===== src/rtl/uv_wb_arb.sv =====
// uv_wb_arb: writeback arbiter and long-latency scoreboard.
//
// It merges three result sources into the one register-file write port and
// keeps a busy bit for each register that is waiting on a load or a mul/div
// result. The issue stage uses the busy bits to spot read-after-write hazards.
//
// Ports:
//   clk, rst_n                 clock; asynchronous active-low reset
//   alu_wb_vld/idx/data        ALU result; always accepted; highest priority
//   lsu_wb_vld/rdy/idx/data    load return, valid/ready handshake
//   mdu_wb_vld/rdy/idx/data    mul/div return, valid/ready handshake
//   iss_long_vld/idx           long-latency op issued; marks its destination busy
//   ra/rb/rc_idx               register indices being read by issue
//   ra/rb/rc_busy              that register still has a pending long-latency write
//   wr_vld/idx/data            registered register-file write port
module uv_wb_arb #(
  parameter int RF_AW = 5,
  parameter int RF_DP = 2**RF_AW,
  parameter int RF_DW = 32
) (
  input  logic             clk,
  input  logic             rst_n,
  input  logic             alu_wb_vld,
  input  logic [RF_AW-1:0] alu_wb_idx,
  input  logic [RF_DW-1:0] alu_wb_data,
  input  logic             lsu_wb_vld,
  output logic             lsu_wb_rdy,
  input  logic [RF_AW-1:0] lsu_wb_idx,
  input  logic [RF_DW-1:0] lsu_wb_data,
  input  logic             mdu_wb_vld,
  output logic             mdu_wb_rdy,
  input  logic [RF_AW-1:0] mdu_wb_idx,
  input  logic [RF_DW-1:0] mdu_wb_data,
  input  logic             iss_long_vld,
  input  logic [RF_AW-1:0] iss_long_idx,
  input  logic [RF_AW-1:0] ra_idx,
  input  logic [RF_AW-1:0] rb_idx,
  input  logic [RF_AW-1:0] rc_idx,
  output logic             ra_busy,
  output logic             rb_busy,
  output logic             rc_busy,
  output logic             wr_vld,
  output logic [RF_AW-1:0] wr_idx,
  output logic [RF_DW-1:0] wr_data
);

  // Round-robin pointer: which long-latency source wins when both request.
  localparam logic RR_LSU = 1'b0;
  localparam logic RR_MDU = 1'b1;

  logic             rr_ptr;
  logic             lsu_win;
  logic             mdu_win;
  logic             sel_vld;
  logic             sel_long;
  logic [RF_AW-1:0] sel_idx;
  logic [RF_DW-1:0] sel_data;
  logic             wr_long;
  logic [RF_DP-1:0] busy;
  logic [RF_DP-1:0] busy_nxt;

  // The ALU cannot be stalled, so it blocks both handshaked sources. Between
  // LSU and MDU a lone requester always wins; a tie goes to the pointer.
  assign lsu_win = lsu_wb_vld && !alu_wb_vld && (!mdu_wb_vld || (rr_ptr == RR_LSU));
  assign mdu_win = mdu_wb_vld && !alu_wb_vld && (!lsu_wb_vld || (rr_ptr == RR_MDU));

  assign lsu_wb_rdy = lsu_win;
  assign mdu_wb_rdy = mdu_win;

  // Choose this cycle's write. sel_long remembers whether it came from a
  // long-latency source, since only those writes retire a busy bit.
  always_comb begin
    sel_vld  = 1'b0;
    sel_long = 1'b0;
    sel_idx  = '0;
    sel_data = '0;
    if (alu_wb_vld) begin
      sel_vld  = 1'b1;
      sel_idx  = alu_wb_idx;
      sel_data = alu_wb_data;
    end else if (lsu_win) begin
      sel_vld  = 1'b1;
      sel_long = 1'b1;
      sel_idx  = lsu_wb_idx;
      sel_data = lsu_wb_data;
    end else if (mdu_win) begin
      sel_vld  = 1'b1;
      sel_long = 1'b1;
      sel_idx  = mdu_wb_idx;
      sel_data = mdu_wb_data;
    end
  end

  // After an accepted LSU or MDU transfer, the pointer moves to the other
  // source so that neither can starve the other.
  always_ff @(posedge clk or negedge rst_n) begin
    if (!rst_n) begin
      rr_ptr <= RR_LSU;
    end else if (lsu_win) begin
      rr_ptr <= RR_MDU;
    end else if (mdu_win) begin
      rr_ptr <= RR_LSU;
    end
  end

  // Writes to x0 are accepted and then dropped. wr_idx/wr_data update only on
  // a real write and hold their last values otherwise.
  always_ff @(posedge clk or negedge rst_n) begin
    if (!rst_n) begin
      wr_vld  <= 1'b0;
      wr_long <= 1'b0;
      wr_idx  <= '0;
      wr_data <= '0;
    end else begin
      wr_vld  <= sel_vld && (sel_idx != '0);
      wr_long <= sel_long;
      if (sel_vld && (sel_idx != '0)) begin
        wr_idx  <= sel_idx;
        wr_data <= sel_data;
      end
    end
  end

  // Scoreboard next state. The clear happens on the same edge at which the
  // register file commits the data. A new issue to the same index wins over
  // the clear because it belongs to a younger instruction. Bit 0 stays zero.
  always_comb begin
    busy_nxt = busy;
    if (wr_vld && wr_long) begin
      busy_nxt[wr_idx] = 1'b0;
    end
    if (iss_long_vld && (iss_long_idx != '0)) begin
      busy_nxt[iss_long_idx] = 1'b1;
    end
    busy_nxt[0] = 1'b0;
  end

  // Scoreboard register.
  always_ff @(posedge clk or negedge rst_n) begin
    if (!rst_n) begin
      busy <= '0;
    end else begin
      busy <= busy_nxt;
    end
  end

  assign ra_busy = busy[ra_idx];
  assign rb_busy = busy[rb_idx];
  assign rc_busy = busy[rc_idx];

endmodule


===== config.mk =====
export PLATFORM = sky130hd
export DESIGN_NAME = uv_wb_arb
export DESIGN_NICKNAME = d
export VERILOG_FILES = /design/src/rtl/uv_wb_arb.sv
export SDC_FILE = /design/constraint.sdc
export NUM_CORES = 1
export LEC_CHECK = 0
export BUFFER_PORTS_ARGS = -buffer_cell sky130_fd_sc_hd__buf_2
export CORE_AREA = 2 2 104 106
export DETAILED_ROUTE_END_ITERATION = 6
export DIE_AREA = 0 0 106 108
export GPL_TIMING_DRIVEN = 0
export HOLD_SLACK_MARGIN = 0.08
export MAX_ROUTING_LAYER = met4
export PLACE_DENSITY = 0.71
export SYNTH_ARGS = -nofsm -noshare
export SYNTH_HDL_FRONTEND = slang
export SYNTH_SLANG_ARGS = --single-unit

===== constraint.sdc =====
create_clock -name clk -period 2.7 [get_ports clk]
set_input_delay 0.54 -clock clk [delete_from_list [all_inputs] [get_ports clk]]
set_output_delay 0.54 -clock clk [all_outputs]
set_load 0.01 [all_outputs]

## Word-level counts from Yosys, hierarchy flattened

Index checks and enable logic that the tools add are counted.

| storage, ports and cells | value |
|---|---|
| flip-flop bits (word level) | 71 |
| word-level logic and storage cells | 58 |

| cells by class | value |
|---|---|
| order comparisons | 7 |
| mux-type cells | 24 |
| bitwise gates (word level) | 4 |
| reduce and logical (&&, ||, !) cells | 17 |

Operators by type and width:

| kind | number |
|---|---|
| $mux W32 | 5 |
| $and A32 B32 Y32 | 1 |
| $not A32 Y32 | 1 |
| $or A32 B32 Y32 | 1 |
| $lt A5 B6 Y1 const B | 5 |
| $bmux W1 S5 | 3 |
| $mux W5 | 3 |
| $mux W1 | 11 |
| $demux W1 S5 | 2 |
| $ge A5 B1 Y1 const B | 2 |
| $reduce_bool A5 Y1 | 2 |
| $logic_and A1 B1 Y1 | 9 |
| $logic_not A1 Y1 | 3 |
| $logic_or A1 B1 Y1 | 2 |
| $reduce_bool A2 Y1 | 1 |
| $not A1 Y1 | 1 |

## Logic depth before layout (Yosys ltp)

Gate-level depths: netlist of run 1.

| depth | value |
|---|---|
| depth in word-level cells | 9 |
| depth in mapped cells | 8 |

## Worst setup path after synthesis of run 1

No wires, ideal clock.

| timing path | value |
|---|---|
| path type | input to output |
| start point | input port ra_idx[0] |
| end point | output port ra_busy |
| data arrival time | 2.220 ns |
| data required time | 2.160 ns |
| path slack | -0.060 ns |
| stages on the path | 4 |
| path buffers | 1 |
| cells stage by stage | clkbuf_1 mux4_2 mux4_2 mux2_2 |

| between the ends | value |
|---|---|
| word-level cells in the longest chain between the ends | 2 |

RTL lines:

| item | RTL line | RTL |
|---|---|---|
| start, declared | 36 | `input logic [RF_AW-1:0] ra_idx,` |
| $bmux W1 S5 | 147 | `assign ra_busy = busy[ra_idx];` |
| $mux W1 (implied by the code) | 147 |  |
| end, declared | 39 | `output logic ra_busy,` |

No other way between the ends. The select of a mux whose other input is x is not followed.

## Final worst setup path of run 1

| timing path | value |
|---|---|
| start point | register busy[19] |
| end point | output port ra_busy |

| between the ends | value |
|---|---|
| word-level cells in the longest chain between the ends | 2 |

RTL lines:

| item | RTL line | RTL |
|---|---|---|
| start, declared | 59 | `logic [RF_DP-1:0] busy;` |
| start signal, assigned | 143 | `busy <= busy_nxt;` |
| $bmux W1 S5 | 147 |  |
| $mux W1 (implied by the code) | 147 |  |

No other way between the ends. The select of a mux whose other input is x is not followed.

==> impl_metrics.json, run 1 <==
{
  "seqPwrFrac_pct": 43.9,
  "ys_ff_latch": 71,
  "critPathKind": "reg2out",
  "synth_cell_types": 31,
  "hp-class": "in2async",
  "setup.worst_path.start_class": "flop",
  "globalRouteOverflowTotal": 0,
  "period_minus_slack_ps": 2696,
  "p_leak_nw": 2.573,
  "peakVddDrop_mv": 0.2579,
  "gp_congestion": 0.9199,
  "slew_viol_final": 0,
  "grt_max_degree": 72,
  "die_x_um": 106,
  "n_fill_cell": 932,
  "antenna_found_initial": 1,
  "routed_via_density": 5.663,
  "ys_seq_area_share_pct": 43.83,
  "firstDrtPassIters": 7,
  "switching_share_pct": 32.36,
  "arrival_ps": 2160,
  "die_y_um": 108,
  "cellInternalPower_w": 0.002377,
  "clockBufferDepth": 2,
  "postRouteAntennaNets": 0,
  "cts_max_level": 3,
  "fmax_mhz": 370.9,
  "nets": 675,
  "clk_latency_ps": 360,
  "track_usage_pct": 22.90,
  "worstMarginPinSlew_ps": 883.1,
  "place_area_mm2": 0.005096,
  "violations": "DRC",
  "hold_viol_final": 0,
  "grt_pass1_vias": 3944,
  "timing.final.crit_share_pct": 99.86,
  "wl_mm": 12.36,
  "rsz0062_at_grt": "yes",
  "dr_wl_met3_um": 900,
  "cp-end-kind": "output port",
  "utilization_pct": 52.34,
  "area_growth_pct": 32.10,
  "design.core.area_mm2": 0.01023,
  "yosys_warnings": 0,
  "power_switching_w": 0.001137,
  "synth_area_mm2": 0.004054,
  "cts.clk_slew.worst_paths_ps": 80,
  "wl_met2_mm": 6.323,
  "finalClockSkew_ps": 10.73,
  "setup_violations": 0,
  "required_ps": 2160,
  "cts_setup_buffers": 0,
  "comb_power_share_pct": 32.2,
  "cts_sinks": 71,
  "cellPowerDensity_mw_per_mm2": 656.1,
  "max_slew_margin_pct": 41.12,
  "final_layout_size_suffix_gt1_share_pct": 43.09,
  "dr_total_vias": 3851,
  "layout.cells.non_filler": 680,
  "drv_cap": 0,
  "maxUsedRoutingLayer": "met4",
  "tritoncts": "yes",
  "final_area_mm2": 0.005355,
  "status": "finished with violations",
  "synthCells": 354,
  "power_frac_clock_pct": 23.9,
  "rows": 37,
  "routedWlPerCell_um": 18.18,
  "dp_hpwl_mm": 9.537,
  "dp.cells": 663,
  "grt_pass1_wl_mm": 19.62,
  "cp_max_fo": 4,
  "initial_core_util_pct": 39.62,
  "syn-num-nets": 491,
  "cts-buffers-inserted": 9,
  "post_synth.cell_area_avg_um2": 11.45,
  "num_io_pins": 180,
  "io_buffers": 173,
  "cts_root_buf": "clkbuf_8",
  "wl_met1_mm": 4.780,
  "dieArea_mm2": 0.01145,
  "dr.first_iter.drc_count": 268,
  "drc_errors": 2
}
## worst paths after layout
check                           startpoint          to  slack, ps  cells after the start
min in group clk                mdu_wb_vld     wr_long        430                      3
worst max-delay path              busy[19]     ra_busy          4                      4
worst min register to register  wr_data[1]  wr_data[1]        520                      2
max in group asynchronous            rst_n    busy[11]       1820                      1
worst max register to register      rr_ptr  wr_data[2]        350                      8
worst min-delay path                 rst_n     busy[6]        290                      1
## cell families (layout without fill, tap and decap cells)
| logic type | after synthesis | after routing | synth area share, % |
|---|---|---|---|
| muxes | 65 | 65 | 24.57 |
| DFF | 71 | 71 | 43.83 |
| AOI/OAI and AO/OA | 109 | 109 | 18.43 |
| and+or+nand+nor | 50 | 50 | 6.759 |
| buffers and inverters | 59 | 248 | 6.420 |
| other | 0 | 1 | 0 |
## flip-flops by register name, indices dropped and copies added, names as in the netlist
| signal | cells |
|---|---|
| wr_vld | 1 |
| rr_ptr | 1 |
| wr_long | 1 |
| busy | 31 |
| wr_data | 32 |
| wr_idx | 5 |
## Yosys cell counts
master / count / share of area [%]
inv_2: 3 / 0.28
a22o_1: 1 / 0.22
and3_4: 1 / 0.28
o21ai_0: 28 / 3.5
or3b_1: 2 / 0.43
dfrtp_1: 71 / 44
and2b_1: 1 / 0.19
or3_1: 4 / 0.62
o21bai_1: 3 / 0.56
or2_1: 2 / 0.31
mux4_2: 27 / 15
mux2_2: 3 / 0.83
a222oi_1: 34 / 8.4
or4_1: 1 / 0.19
mux2_1: 3 / 0.83
inv_1: 34 / 3.1
buf_6: 5 / 1.4
and2_1: 2 / 0.31
nand3b_1: 5 / 0.93
clkbuf_1: 13 / 1.2
and2_0: 1 / 0.15
mux2i_1: 32 / 7.9
nor2_1: 8 / 0.74
buf_1: 3 / 0.28
nand2b_1: 1 / 0.15
nand3_1: 6 / 0.74
nand4_1: 4 / 0.62
a221o_1: 4 / 0.99
o21ai_1: 39 / 4.8
buf_2: 1 / 0.12
nand2_1: 12 / 1.1
## power groups by stage
stage                     clock network (W)  logic (W)  registers, W
final                              0.000840    0.00113       0.00154
after floorplan                           0   0.000689       0.00152
after global routing               0.000893    0.00124       0.00158
after CTS                          0.000854    0.00109       0.00154
after global placement                    0    0.00105       0.00153
after detailed placement                  0    0.00108       0.00156
## through the flow
step	setup TNS [ps]	hold slack (ps)	power (W)	worst slack [ps]
finish	0	294.0	0.003514	3.783
global route	-41.97	370.3	0.003710	-27.18
CTS	0	332.8	0.003487	0.3624
detailed placement	-800.9	509.3	0.002644	-280.5
global placement	-716.9	502.4	0.002579	-241.6
floorplan	0	244.4	0.002210	35.41
## final cells by class
| type | count | area (um2) | share of cell area, % |
|---|---|---|---|
| tap | 136 | 170.2 | 3.178 |
| inverter | 37 | 138.9 | 2.593 |
| multi-input combinational | 224 | 2028 | 37.87 |
| clock inverter | 6 | 61.31 | 1.145 |
| clock buffer | 10 | 127.6 | 2.383 |
| antenna | 1 | 2.502 | 0.04673 |
| sequential | 71 | 1777 | 33.18 |
| buffer | 22 | 162.7 | 3.037 |
| timing repair buffer | 173 | 887.1 | 16.57 |
## cells in the final DEF (no fill, tap or decap), types with 11 or more instances in the layout
| cell type | Yosys | final |
|---|---|---|
| mux4_2 | 27 | 27 |
| o21ai_0 | 28 | 28 |
| dfrtp_1 | 71 | 71 |
| clkbuf_1 | 13 | 11 |
| clkbuf_8 | 0 | 12 |
| a222oi_1 | 34 | 34 |
| nand2_1 | 12 | 12 |
| inv_1 | 34 | 34 |
| o21ai_1 | 39 | 39 |
| buf_2 | 1 | 170 |
| mux2i_1 | 32 | 32 |
## worst max-delay path, cell delays in order, from the launching register on
cell     delay, ps
dfrtp_1        420
mux4_2         490
mux4_2         490
mux2_4         290
buf_6          120
## routing by layer
metal / global-route usage [%] / vias to the layer above
li1: - / 1751
met1: 26.66 / 1868
met2: 39.31 / 207
met3: 3.376 / 25
met4: 10.90 / 0
met5: - / -
## timing repair
action | CTS | global route
hold buffers | 0 | 0
resized for setup | 12 | 6
endpoints found under the setup margin | 3 | 3
Power figures use the tool's default switching activity.
==> run 2: changes to the inputs <==
--- a/config.mk
+++ b/config.mk
@@ -6,13 +6,13 @@
 export NUM_CORES = 1
 export LEC_CHECK = 0
 export BUFFER_PORTS_ARGS = -buffer_cell sky130_fd_sc_hd__buf_2
-export CORE_AREA = 2 2 104 106
+export CORE_AREA = 2 2 101 103
 export DETAILED_ROUTE_END_ITERATION = 6
-export DIE_AREA = 0 0 106 108
+export DIE_AREA = 0 0 103 105
 export GPL_TIMING_DRIVEN = 0
 export HOLD_SLACK_MARGIN = 0.08
 export MAX_ROUTING_LAYER = met4
-export PLACE_DENSITY = 0.71
+export PLACE_DENSITY = 0.75
 export SYNTH_ARGS = -nofsm -noshare
 export SYNTH_HDL_FRONTEND = slang
 export SYNTH_SLANG_ARGS = --single-unit
==> impl_metrics.json, run 2 (synthesis results as in run 1) <==
{
  "p_leak_nw": 2.573,
  "rsz0062_at_grt": "yes",
  "finalWorstSetupSlack_ps": 13.51,
  "utilization_pct": 55.49,
  "arrival_ps": 2150,
  "mostFrequentLayoutCells": "buf_2 (170), dfrtp_1 (71), o21ai_1 (40)",
  "postRouteAntennaNets": 0,
  "cellInternalPower_w": 0.002378,
  "grt_max_degree": 72,
  "setup_tns_ps": 0,
  "grt_pass1_wl_mm": 19.55,
  "dieArea_mm2": 0.01082,
  "rows": 36,
  "finalPower_w": 0.003516,
  "dr_total_vias": 3863,
  "seqPwrFrac_pct": 43.7,
  "nets": 675,
  "routed_via_density": 5.714,
  "antenna_found_initial": 0,
  "dp.cells": 660,
  "cellPowerDensity_mw_per_mm2": 657.3,
  "hp-class": "in2async",
  "setup.worst_path.start_class": "flop",
  "cp-end-kind": "output port",
  "cts_setup_buffers": 0,
  "fmax_mhz": 372.2,
  "die_y_um": 105,
  "slew_viol_final": 0,
  "max_slew_margin_pct": 39.69,
  "cts_max_level": 3,
  "power_frac_clock_pct": 23.5,
  "comb_power_share_pct": 32.7,
  "reg_top3": "wr_data (32), busy (31), wr_idx (5)",
  "cts.clk_slew.worst_paths_ps": 80,
  "largest-register": "wr_data",
  "track_usage_pct": 24.19,
  "num_io_pins": 180,
  "status": "finished with violations",
  "globalRouteOverflowTotal": 0,
  "cts_sinks": 71,
  "tritoncts": "yes",
  "clockBufferDepth": 2,
  "layout_commonest_cell": "buf_2",
  "switching_share_pct": 32.37,
  "firstDrtPassIters": 7,
  "cp_max_fo": 4,
  "largest_register_ff_count": 32,
  "drv_cap": 0,
  "io_buffers": 173,
  "power_switching_w": 0.001138,
  "cts_root_buf": "clkbuf_8",
  "design.core.area_mm2": 0.009639,
  "cts-buffers-inserted": 9,
  "die_x_um": 103,
  "dp_hpwl_mm": 9.534,
  "grt_pass1_vias": 3983,
  "final_layout_size_suffix_gt1_share_pct": 43.09,
  "period_minus_slack_ps": 2686,
  "wl_mm": 12.53,
  "routedWlPerCell_um": 18.54,
  "setup_violations": 0,
  "gp_congestion": 0.9259,
  "dp_slack_ps": -284.4,
  "initial_core_util_pct": 42.06,
  "required_ps": 2160,
  "antennaDiodeCount": 0,
  "layout.cells.non_filler": 676,
  "critPathKind": "reg2out",
  "peakVddDrop_mv": 0.2318,
  "timing.final.crit_share_pct": 99.50,
  "dr.first_iter.drc_count": 268,
  "drc_errors": 16,
  "finalClockSkew_ps": 8.829,
  "hold_viol_final": 0,
  "violations": "DRC",
  "area_growth_pct": 31.94,
  "r2r_start": "rr_ptr",
  "cp-startpoint": "busy[15]",
  "worstMarginPinSlew_ps": 904.7,
  "n_fill_cell": 868,
  "clk_latency_ps": 350
}
==> run 2: cell count changes in the layout (fill, tap and decap cells not counted), sizes merged <==
cell,delta
diode,-1
==> run 2: layer usage <==
layer | routed length, um | GRT usage (%) | up-vias
li1 | - | - | 1751
met5 | 0 | - | -
met2 | 6511 | 40.49 | 232
met1 | 4758 | 27.56 | 1855
met3 | 993 | 6.020 | 25
met4 | 269 | 9.398 | 0
==> run 2: timing repair <==
action | 4_1_cts | 5_1_grt
gates resized for setup | 16 | 3
endpoints found under the setup margin | 3 | 3
hold buffers | 0 | 0
==> run 2: final timing paths <==
kind                                to  slack, ps  cells after the start
setup reg to reg            wr_data[6]        380                      8
hold reg to reg            wr_data[28]        520                      2
max in group asynchronous  wr_data[27]       1790                      1
setup / recovery               ra_busy         10                      4
min in group clk             wr_idx[3]        450                      3
hold / removal                 busy[2]        310                      1
==> run 2: power groups by stage <==
stage          sequential (W)  clock [W]  combinational [W]
2_1_floorplan         0.00152          0           0.000689
3_3_place_gp          0.00153          0            0.00106
3_5_place_dp          0.00155          0            0.00110
4_1_cts               0.00153   0.000852            0.00113
5_1_grt               0.00157   0.000892            0.00125
6_report              0.00154   0.000827            0.00115
==> run 2: layout make-up <==
class,count,area (um2),share of cell area [%]
flip-flops and latches,71,1777,33.22
inverters,37,138.9,2.596
well taps,133,166.4,3.111
clock buffers,10,127.6,2.386
plain buffers,22,162.7,3.041
clock inverters,6,61.31,1.146
multi-input cells,224,2028,37.92
repair buffers,173,887.1,16.58
==> run 2: per-stage QoR <==
stage / instance area [um2] / hold slack (ps)
6_report: 5349 / 313.2
5_1_grt: 5349 / 359.7
4_1_cts: 5339 / 324.5
3_5_place_dp: 5092 / 508.5
3_3_place_gp: 5090 / 504.1
2_1_floorplan: 4058 / 244.4
==> run 2: critical path: stages (launching register included) <==
cell	delay [ps]
dfrtp_1	410
mux4_2	500
mux4_2	490
mux2_4	280
buf_6	120
